<file path="src/rtl/cache_types_pkg.sv">
// Shared cache types: way index, way count and the allocation sequencer states.
package cache_types_pkg;

  localparam int unsigned NUM_WAYS = 8;

  typedef logic [2:0] way_t;

  typedef enum logic [2:0] {
    IDLE,
    VICTIM,
    WB,
    FILL,
    UPDATE
  } alloc_state_e;

endpackage

</file>
<file path="src/rtl/plru.sv">
// 8-way tree pseudo-LRU for one set. Node bit = 1 means the victim lies in the lower half.
module plru
  import cache_types_pkg::*;
(
  input  logic clk,
  input  logic rst,
  input  logic load,
  input  way_t mru,
  output way_t victim_c
);

  // tree[0] root, tree[1..2] quarter nodes, tree[3..6] pair nodes
  logic [6:0] tree_q;
  logic [6:0] tree_n;

  // Point every node on the MRU path away from the MRU way
  always_comb begin
    tree_n = tree_q;
    if (load) begin
      tree_n[0] = mru[2];
      if (mru[2]) tree_n[2] = mru[1];
      else        tree_n[1] = mru[1];
      case (mru[2:1])
        2'd0:    tree_n[3] = mru[0];
        2'd1:    tree_n[4] = mru[0];
        2'd2:    tree_n[5] = mru[0];
        default: tree_n[6] = mru[0];
      endcase
    end
  end

  always_ff @(posedge clk) begin
    if (rst) tree_q <= '1;
    else     tree_q <= tree_n;
  end

  always_comb begin
    victim_c    = '0;
    victim_c[2] = ~tree_q[0];
    victim_c[1] = victim_c[2] ? ~tree_q[2] : ~tree_q[1];
    case (victim_c[2:1])
      2'd0:    victim_c[0] = ~tree_q[3];
      2'd1:    victim_c[0] = ~tree_q[4];
      2'd2:    victim_c[0] = ~tree_q[5];
      default: victim_c[0] = ~tree_q[6];
    endcase
  end

endmodule

</file>
<file path="src/rtl/way_alloc_ctrl.sv">
// Way allocation sequencer: picks hit / lowest invalid / PLRU victim way,
// runs writeback and fill handshakes, then marks the way MRU in its set.
module way_alloc_ctrl
  import cache_types_pkg::*;
#(
  parameter int unsigned S_INDEX  = 3,
  parameter int unsigned NUM_WAYS = 8
) (
  input  logic               clk,
  input  logic               rst,
  input  logic               req_valid,
  output logic               req_ready,
  input  logic [S_INDEX-1:0] req_index,
  input  logic               req_hit,
  input  logic [2:0]         req_hit_way,
  input  logic [7:0]         req_valid_vec,
  input  logic [7:0]         req_dirty_vec,
  output logic               wb_req,
  output logic [2:0]         wb_way,
  input  logic               wb_ack,
  output logic               fill_req,
  output logic [2:0]         fill_way,
  input  logic               fill_ack,
  output logic               done,
  output logic [2:0]         done_way,
  output logic               done_miss
);

  localparam int unsigned NUM_SETS = 1 << S_INDEX;

  if (NUM_WAYS != 8) begin : g_bad_ways
    $error("way_alloc_ctrl supports only NUM_WAYS = 8");
  end

  alloc_state_e       state, state_n;
  logic [S_INDEX-1:0] idx_q, idx_n;
  logic               hit_q, hit_n;
  logic [7:0]         vvec_q, vvec_n;
  logic [7:0]         dvec_q, dvec_n;
  way_t               way_q, way_n;
  way_t               victim_c [NUM_SETS];

  function automatic way_t first_invalid(input logic [7:0] v);
    way_t w;
    w = '0;
    for (int i = 7; i >= 0; i--) begin
      if (!v[i]) w = 3'(i);
    end
    return w;
  endfunction

  for (genvar g = 0; g < NUM_SETS; g++) begin : g_set
    plru u_plru (
      .clk      (clk),
      .rst      (rst),
      .load     ((state == UPDATE) && (idx_q == S_INDEX'(g))),
      .mru      (way_q),
      .victim_c (victim_c[g])
    );
  end

  // Next-state and request latching
  always_comb begin
    state_n = state;
    idx_n   = idx_q;
    hit_n   = hit_q;
    vvec_n  = vvec_q;
    dvec_n  = dvec_q;
    way_n   = way_q;
    case (state)
      IDLE: begin
        if (req_valid) begin
          idx_n  = req_index;
          hit_n  = req_hit;
          vvec_n = req_valid_vec;
          dvec_n = req_dirty_vec;
          if (req_hit) begin
            way_n   = req_hit_way;
            state_n = UPDATE;
          end else begin
            state_n = VICTIM;
          end
        end
      end
      VICTIM: begin
        way_n   = (&vvec_q) ? victim_c[idx_q] : first_invalid(vvec_q);
        state_n = (vvec_q[way_n] && dvec_q[way_n]) ? WB : FILL;
      end
      WB:      if (wb_ack)   state_n = FILL;
      FILL:    if (fill_ack) state_n = UPDATE;
      UPDATE:  state_n = IDLE;
      default: state_n = IDLE;
    endcase
  end

  // Outputs are registered from the next state so they align with it
  always_ff @(posedge clk) begin
    if (rst) begin
      state     <= IDLE;
      idx_q     <= '0;
      hit_q     <= 1'b0;
      vvec_q    <= '0;
      dvec_q    <= '0;
      way_q     <= '0;
      req_ready <= 1'b1;
      wb_req    <= 1'b0;
      wb_way    <= '0;
      fill_req  <= 1'b0;
      fill_way  <= '0;
      done      <= 1'b0;
      done_way  <= '0;
      done_miss <= 1'b0;
    end else begin
      state     <= state_n;
      idx_q     <= idx_n;
      hit_q     <= hit_n;
      vvec_q    <= vvec_n;
      dvec_q    <= dvec_n;
      way_q     <= way_n;
      req_ready <= (state_n == IDLE);
      wb_req    <= (state_n == WB);
      wb_way    <= (state_n == WB) ? way_n : '0;
      fill_req  <= (state_n == FILL);
      fill_way  <= (state_n == FILL) ? way_n : '0;
      done      <= (state_n == UPDATE);
      done_way  <= (state_n == UPDATE) ? way_n : '0;
      done_miss <= (state_n == UPDATE) && !hit_n;
    end
  end

endmodule

</file>
<file path="config.mk">
export PLATFORM = sky130hd
export DESIGN_NAME = way_alloc_ctrl
export DESIGN_NICKNAME = d
export VERILOG_FILES = /design/src/rtl/cache_types_pkg.sv /design/src/rtl/plru.sv /design/src/rtl/way_alloc_ctrl.sv
export SDC_FILE = /design/constraint.sdc
export NUM_CORES = 1
export LEC_CHECK = 0
export CAP_MARGIN = 15
export CORE_AREA = 2 2 90 92
export CTS_CLUSTER_DIAMETER = 30
export CTS_CLUSTER_SIZE = 30
export DETAILED_ROUTE_END_ITERATION = 6
export DIE_AREA = 0 0 92 94
export PLACE_DENSITY = 0.79
export SETUP_SLACK_MARGIN = 0.4
export SYNTH_ARGS = -nofsm -noshare
export SYNTH_HDL_FRONTEND = slang
export SYNTH_SLANG_ARGS = --single-unit
export TNS_END_PERCENT = 100
</file>
<file path="constraint.sdc">
create_clock -name clk -period 3 [get_ports clk]
set_input_delay 0.3 -clock clk [delete_from_list [all_inputs] [get_ports clk]]
set_output_delay 0.3 -clock clk [all_outputs]
set_load 0.1 [all_outputs]
</file>
==> results of run 1 <==
==> what timing repair did <==
action                                 in CTS  in global routing
hold buffers                                0                  0
setup endpoints to repair                   2                  9
pin swaps                                   0                  2
gates resized for setup                     1                  6
endpoints found under the hold margin       0                  0
setup buffers                               0                  1
==> sequential cells by signal, indices dropped and copies added (netlist names) <==
signal,flops
req_ready,1
idx_q,3
wb_req,1
fill_way,3
state,3
dvec_q,8
done,1
vvec_q,8
g_set.u_plru.tree_q,56
wb_way,3
hit_q,1
way_q,3
done_miss,1
fill_req,1
done_way,3
==> area by class of cell <==
cell class | instances | area share [%]
clock buffer | 10 | 2.747
timing repair buffer | 51 | 9.690
multi-input combinational | 375 | 44.68
clock inverter | 6 | 1.324
sequential | 96 | 38.41
inverter | 8 | 0.5994
tap | 102 | 2.547
==> worst max-delay path by stage <==
stage | startpoint | end | slack, ns | cells after the start
finish | vvec_q[0]$_SDFFE_PP0P_ | wb_way[1]$_SDFF_PP0_ | 0.60 | 8
global route | g_set[3].u_plru.tree_q[0]$_SDFFE_PP1P_ | wb_way[1]$_SDFF_PP0_ | 0.42 | 8
CTS | idx_q[1]$_SDFFE_PP0P_ | wb_way[1]$_SDFF_PP0_ | 0.41 | 8
detailed placement | idx_q[1]$_SDFFE_PP0P_ | wb_way[1]$_SDFF_PP0_ | 0.36 | 8
global placement | idx_q[1]$_SDFFE_PP0P_ | wb_way[0]$_SDFF_PP0_ | 0.58 | 8
floorplan | vvec_q[0]$_SDFFE_PP0P_ | wb_way[0]$_SDFF_PP0_ | 0.90 | 8
==> cell families (layout without fill, tap and decap cells) <==
logic type	count (synthesis)	after routing
AO/OA/AOI/OAI	111	111
buffers and inverters	38	75
flip-flops	96	96
multiplexers	43	43
AND/OR/NAND/NOR	221	221
==> metrics by stage <==
step           instance area [um2]  hold WS, ns
3_5_place_dp                  4783       0.4488
3_3_place_gp                  4783       0.4472
6_report                      5010       0.4677
4_1_cts                       4990       0.4634
2_1_floorplan                 4293       0.4355
5_1_grt                       5010       0.4762
==> metal layers <==
metal / share of wire (%) / wire length (um) / vias up
met5: 0 / 0 / -
li1: - / - / 1874
met2: 48 / 4783 / 111
met3: 5.1 / 508 / 18
met1: 45 / 4470 / 1774
met4: 1.8 / 181 / 0
==> cell usage in the layout (no fill, tap or decap), types with 8 or more instances in the layout <==
cell	n
a21oi_1	40
buf_4	10
clkbuf_8	10
clkdlybuf4s50_1	41
dfxtp_1	94
mux2i_1	33
nand2_1	117
nand3_1	22
nand4_1	9
nor2_1	25
nor3_1	13
o211ai_1	17
o21ai_0	20
o311ai_0	8
==> power by group through the flow <==
stage | logic, uW | registers, uW | clock network (uW)
5_1_grt | 484 | 1390 | 914
2_1_floorplan | 240 | 1480 | 0
3_3_place_gp | 433 | 1410 | 0
4_1_cts | 444 | 1380 | 871
6_report | 446 | 1390 | 864
3_5_place_dp | 441 | 1410 | 0
==> worst register-to-register path: stages (launching register included) <==
cell,delay [ns]
dfxtp_1,0.46
nand4_1,0.24
nor3_4,0.28
nor2_2,0.11
nor3_4,0.28
mux2i_1,0.29
mux2i_2,0.13
o211a_1,0.26
nor3b_1,0.25
==> qor.csv, run 1 <==
stage,metric,value,unit
run_status,run_status,completed,
setup_path,crit_slowest_cell,dfxtp_1,
clock_network,cts_buffers,9,
timing,slew_violations,0,
clock_network,cts_tree,yes,
layout,num_antenna_cells,0,
place,gp_congestion,0.8950,
setup_path,cp.arrival,2.66,ns
setup_path,crit_chain,nand4_1 > nor3_4 > nor2_2 > nor3_4 > mux2i_1 > mux2i_2 > o211a_1 > nor3b_1,
routing,vias,3777,
routing,viasPerCell,5.829,
routing,detail_route.first_pass.iterations,5,
global_route,grt_pass1_vias,3404,
setup_path,worstRegToRegCells,8,
timing,skew,0.01750,ns
setup_path,cp_max_fo,7,
global_route,gr-usage-met1,31.37,%
yosys,synth_top_family_by_area,simple AND/OR/NAND/NOR gates,
place,pre_cts_ws,0.3551,ns
timing,hold_viol_final,0,
yosys,yosys.area.top_type,dfxtp_1,
clock_network,h-tree-depth,3,
setup_path,cpLargestDelayFamily,simple AND/OR/NAND/NOR gates,
yosys,yosysSeqAreaShare,44.77,%
routing,drc,0,
setup_path,cp.required,3.26,ns
setup_path,critPathBufInv,0,
power_and_ir_drop,power.leakage,0.001989,uW
timing,relSlewSlack,34.59,%
timing,min_period,2.403,ns
yosys,synth-seq-cells,96,
global_route,grt_usage,23.67,%
layout,regArea,1924,um2
yosys,synth_nets,537,
global_route,gr-usage-met3,3.130,%
worst_hold_path,worstHoldPathType,register to register,
setup_path,r2r_slack,0.60,ns
place,hpwlAfterDp,6841,um
global_route,grt_first_pass_wirelength,16390,um
power_and_ir_drop,power_frac_seq,51.4,%
timing,rsz0062_at_grt,no,
global_route,met2_usage,40.20,%
setup_path,startpoint_type,register,
timing,finalSetupTns,0,ns
yosys,synthCells,509,
yosys,ys.flop_type,dfxtp_1,
power_and_ir_drop,switching_power,808.6,uW
yosys,ys_types,54,
yosys,synth-simple-area-share,24.05,%
yosys,synth_edf_count,0,
layout,layout-drive-gt1-share,9.707,%
layout,multi_input_area,2238,um2
yosys,synthMuxAreaShare,10.87,%
routing,wl_per_cell,15.34,um
yosys,synth_compound_area_share,16.79,%
worst_hold_path,hold_end,dvec_q[2]$_SDFFE_PP0P_,
floorplanning,io_pins,42,
clock_network,clock-sinks,96,
power_and_ir_drop,switching_share,29.99,%
floorplanning,die_area,8648,um2
floorplanning,initial_core_util,56.43,%
setup_path,cpMostUsedCell,nor3_4,
setup_path,critPathMaxStageDelay,0.46,ns
global_route,overflow,0,
power_and_ir_drop,p_int,1888,uW
layout,area_growth,16.70,%
global_route,busiest_layer,met2,
floorplanning,dieWidth,92,um
job,drv_cap,0,
routing,routed_wl,9943,um
clock_network,cts-root-buf,clkbuf_8,
timing,setup_violations,0,
yosys,synthAdderAreaFrac,0,%
setup_path,r2r-end,wb_way[1]$_SDFF_PP0_,
timing,fmax,0.4161,GHz
place,dp_cells,631,
setup_path,end_kind,register,
yosys,synth_top_area_share,44.77,%
place,portBuffers,41,
layout,final_cells,648,
global_route,antenna_found_initial,0,
setup_path,timing.rr.start,vvec_q[0]$_SDFFE_PP0P_,
timing,setup_ws,0.5969,ns
power_and_ir_drop,power_per_cell_area,538.2,nW/um2
yosys,syn_avg_cell_area,8.434,um2
yosys,yosysMostFrequentCell,nand2_1,
clock_network,clkTransAtPathRegs,0.10,ns
floorplanning,rows,32,
layout,nFillCells,627,
yosys,ys_top_cells_by_area,"dfxtp_1, nand2_1, mux2i_1, a21oi_1, o211ai_1",
timing,fin_crit_sh,80.10,%
worst_hold_path,min_from,dvec_q[2]$_SDFFE_PP0P_,
yosys,synth-xor-area-share,0,%
power_and_ir_drop,vdd_ir_drop_max,276.4,uV
clock_network,clockBufferDepth,2,
power_and_ir_drop,clock_power_share,32.0,%
floorplanning,core,7607,um2
yosys,ys_async_sr_fraction,0,%
power_and_ir_drop,combPwrFrac,16.6,%
routing,drt_iter0_drc,257,
worst_hold_path,holdPathStages,2,
timing,worst_pin_slew,0.9781,ns
floorplanning,die_height,94,um
routing,detail-route-antenna-nets,0,
global_route,grt_max_degree,42,
setup_path,path_class,register to register,
yosys,yosys-top-cells-count,"nand2_1, dfxtp_1, a21oi_1, mux2i_1, clkbuf_1",
power_and_ir_drop,finalPower,2696,uW
yosys,yosys_warnings,0,
yosys,syn_area,4293,um2
layout,utilization,65.86,%
clock_network,insertion_delay,0.36,ns
layout,nets,569,
No activity file was read; power rests on OpenSTA's default activity.
==> run 2, diff against run 1 <==
==> constraint.sdc (replaced) <==
create_clock -name clk -period 2.4 [get_ports clk]
set_input_delay 0.24 -clock clk [delete_from_list [all_inputs] [get_ports clk]]
set_output_delay 0.24 -clock clk [all_outputs]
set_load 0.1 [all_outputs]
==> qor.csv, run 2 (same netlist as run 1, synthesis figures left out) <==
stage,metric,value,unit,change
global_route,grt_pass1_vias,3659,,was 3404
setup_path,critPathMaxStageDelay,0.40,ns,was 0.46 ns
timing,hold_viol_final,0,,unchanged
setup_path,startpoint_type,register,,unchanged
layout,regArea,1948,um2,was 1924 um2
routing,viasPerCell,5.859,,was 5.829
layout,largest_register_ffs,56,,unchanged
floorplanning,rows,32,,unchanged
global_route,antenna_found_initial,0,,unchanged
floorplanning,io_pins,42,,unchanged
setup_path,crit_slowest_cell,dfxtp_4,,was dfxtp_1
layout,area_growth,23.38,%,was 16.70%
routing,routed_wl,10490,um,was 9943 um
routing,detail-route-antenna-nets,0,,unchanged
timing,setup_violations,0,,unchanged
clock_network,cts_hold_buf,0,,unchanged
clock_network,cts_tree,yes,,unchanged
worst_hold_path,holdPathStages,3,,was 2
global_route,grt_usage,25.12,%,was 23.67%
clock_network,clockBufferDepth,2,,unchanged
timing,slew_violations,0,,unchanged
setup_path,crit_chain,buf_6 > buf_6 > or3b_1 > o22ai_2 > nor4_2 > a21oi_2 > nand2_2 > mux2i_2 > o211a_1 > nor3b_2,,was nand4_1 > nor3_4 > nor2_2 > nor3_4 > mux2i_1 > mux2i_2 > o211a_1 > nor3b_1
timing,worst_pin_slew,0.4942,ns,was 0.9781 ns
timing,fmax,0.4402,GHz,was 0.4161 GHz
job,drv_cap,0,,unchanged
power_and_ir_drop,power_per_cell_area,642.7,nW/um2,was 538.2 nW/um2
floorplanning,initial_core_util,56.43,%,unchanged
setup_path,worstRegToRegCells,10,,was 8
place,dp_cells,641,,was 631
worst_hold_path,min_from,req_valid_vec[2],,was dvec_q[2]$_SDFFE_PP0P_
power_and_ir_drop,power.leakage,0.002162,uW,was 0.001989 uW
global_route,overflow,0,,unchanged
clock_network,clkTransAtPathRegs,0.09,ns,was 0.10 ns
setup_path,cpMostUsedCell,buf_6,,was nor3_4
floorplanning,core,7607,um2,unchanged
setup_path,cpLargestDelayFamily,simple AND/OR/NAND/NOR gates,,unchanged
layout,nFillCells,587,,was 627
setup_path,end_kind,register,,unchanged
layout,layout_commonest_cell,nand2_1,,unchanged
layout,max_flop_register,g_set.u_plru.tree_q,,unchanged
floorplanning,dieWidth,92,um,unchanged
setup_path,critPathBufInv,2,,was 0
setup_path,path_class,register to register,,unchanged
clock_network,h-tree-depth,3,,unchanged
place,hpwlAfterDp,7197,um,was 6841 um
layout,layout_common_cells,"nand2_1, dfxtp_1, buf_4",,"was nand2_1, dfxtp_1, clkdlybuf4s50_1"
setup_path,cp_max_fo,7,,unchanged
floorplanning,die_height,94,um,unchanged
routing,wl_per_cell,15.59,um,was 15.34 um
routing,detail_route.first_pass.iterations,5,,unchanged
place,portBuffers,41,,unchanged
timing,min_period,2.272,ns,was 2.403 ns
power_and_ir_drop,vdd_ir_drop_max,537.8,uV,was 276.4 uV
layout,final_cells,673,,was 648
layout,nets,595,,was 569
timing,fin_crit_sh,94.66,%,was 80.10%
setup_path,cp.arrival,2.56,ns,was 2.66 ns
worst_hold_path,worstHoldPathType,input port to register,,was register to register
timing,fin_hold_ws,0.4145,ns,was 0.4677 ns
global_route,grt_first_pass_wirelength,17440,um,was 16390 um
layout,top_regs,"g_set.u_plru.tree_q: 56 flops, dvec_q: 8 flops, vvec_q: 8 flops",,unchanged
place,gp_congestion,0.8836,,was 0.8950
run_status,run_status,completed,,unchanged
routing,vias,3943,,was 3777
routing,drt_iter0_drc,257,,unchanged
global_route,grt_max_degree,42,,unchanged
layout,utilization,69.62,%,was 65.86%
setup_path,timing.rr.start,idx_q[0]$_SDFFE_PP0P_,,was vvec_q[0]$_SDFFE_PP0P_
clock_network,clock-sinks,96,,unchanged
timing,finalSetupTns,0,ns,unchanged
setup_path,r2r-end,wb_way[1]$_SDFF_PP0_,,unchanged
layout,layout-drive-gt1-share,21.72,%,was 9.707%
routing,drc,0,,unchanged
timing,skew,0.008257,ns,was 0.01750 ns
setup_path,r2r_slack,0.13,ns,was 0.60 ns
timing,relSlewSlack,67.06,%,was 34.59%
clock_network,cts-root-buf,clkbuf_8,,unchanged
clock_network,insertion_delay,0.36,ns,about the same
clock_network,cts_buffers,9,,unchanged
setup_path,cp.required,2.69,ns,was 3.26 ns
worst_hold_path,hold_end,vvec_q[2]$_SDFFE_PP0P_,,was dvec_q[2]$_SDFFE_PP0P_
timing,rsz0062_at_grt,yes,,was no
layout,num_antenna_cells,0,,unchanged
power_and_ir_drop,finalPower,3404,uW,was 2696 uW
layout,multi_input_area,2335,um2,was 2238 um2
floorplanning,die_area,8648,um2,unchanged
-- run 2: cell count changes in the layout (fill, tap and decap cells not counted), sizes merged --
cell,change
buf,+40
clkdlybuf4s50,-14
inv,-1
-- run 2: stage by stage --
| step | setup slack (ns) | instance area [um2] |
|---|---|---|
| finish | 0.1283 | 5296 |
| global route | 0.01482 | 5296 |
| CTS | 0.1874 | 5215 |
| detailed placement | 0.05388 | 4841 |
| global placement | 0.1035 | 4841 |
| floorplan | 0.3689 | 4310 |
-- run 2: where the power goes --
group | total (uW) | internal, uW | switching [uW] | leakage [uW]
combinational | 641 | 236 | 405 | 0.00129
sequential | 1720 | 1660 | 64.9 | 0.000781
clock | 1040 | 502 | 537 | 0.0000904
total | 3400 | 2400 | 1010 | 0.00216
-- run 2: repair_timing --
item | in CTS | in global routing
setup endpoints to repair | 12 | 20
gates resized for setup | 28 | 15
pin swaps | 14 | 5
buffers inserted | 13 | 4
-- run 2: routing by layer --
| metal | share of wire [%] | vias up | track usage (%) |
|---|---|---|---|
| met1 | 45 | 1877 | 33.76 |
| met4 | 1.7 | 0 | 9.453 |
| li1 | - | 1930 | - |
| met3 | 4.8 | 15 | 3.531 |
| met2 | 49 | 121 | 41.30 |
| met5 | 0 | - | 0 |
-- run 2: layout make-up --
type / count / area share (%)
Inverter: 8 / 0.5670
Sequential cell: 96 / 36.78
Tap cell: 102 / 2.410
Multi-Input combinational cell: 375 / 44.08
Clock buffer: 10 / 2.599
Timing Repair Buffer: 77 / 12.47
Clock inverter: 5 / 1.087
-- run 2: worst reg2reg max path, stage by stage (launching register included) --
cell and delay [ns]:
dfxtp_4 0.40, buf_6 0.14, buf_6 0.09, or3b_1 0.36, o22ai_2 0.17, nor4_2 0.08, a21oi_2 0.21, nand2_2 0.12
mux2i_2 0.18, o211a_1 0.30, nor3b_2 0.17
-- run 2: worst max-delay path by stage --
stage | from | to | slack (ns) | depth (start not counted)
global route | idx_q[1]$_SDFFE_PP0P_ | wb_way[1]$_SDFF_PP0_ | 0.01 | 9
CTS | idx_q[1]$_SDFFE_PP0P_ | wb_way[1]$_SDFF_PP0_ | 0.19 | 9
floorplan | vvec_q[3]$_SDFFE_PP0P_ | wb_way[2]$_SDFF_PP0_ | 0.37 | 8
detailed placement | g_set[5].u_plru.tree_q[0]$_SDFFE_PP1P_ | wb_way[2]$_SDFF_PP0_ | 0.05 | 8
finish | idx_q[0]$_SDFFE_PP0P_ | wb_way[1]$_SDFF_PP0_ | 0.13 | 10
global placement | g_set[5].u_plru.tree_q[0]$_SDFFE_PP1P_ | wb_way[2]$_SDFF_PP0_ | 0.10 | 8
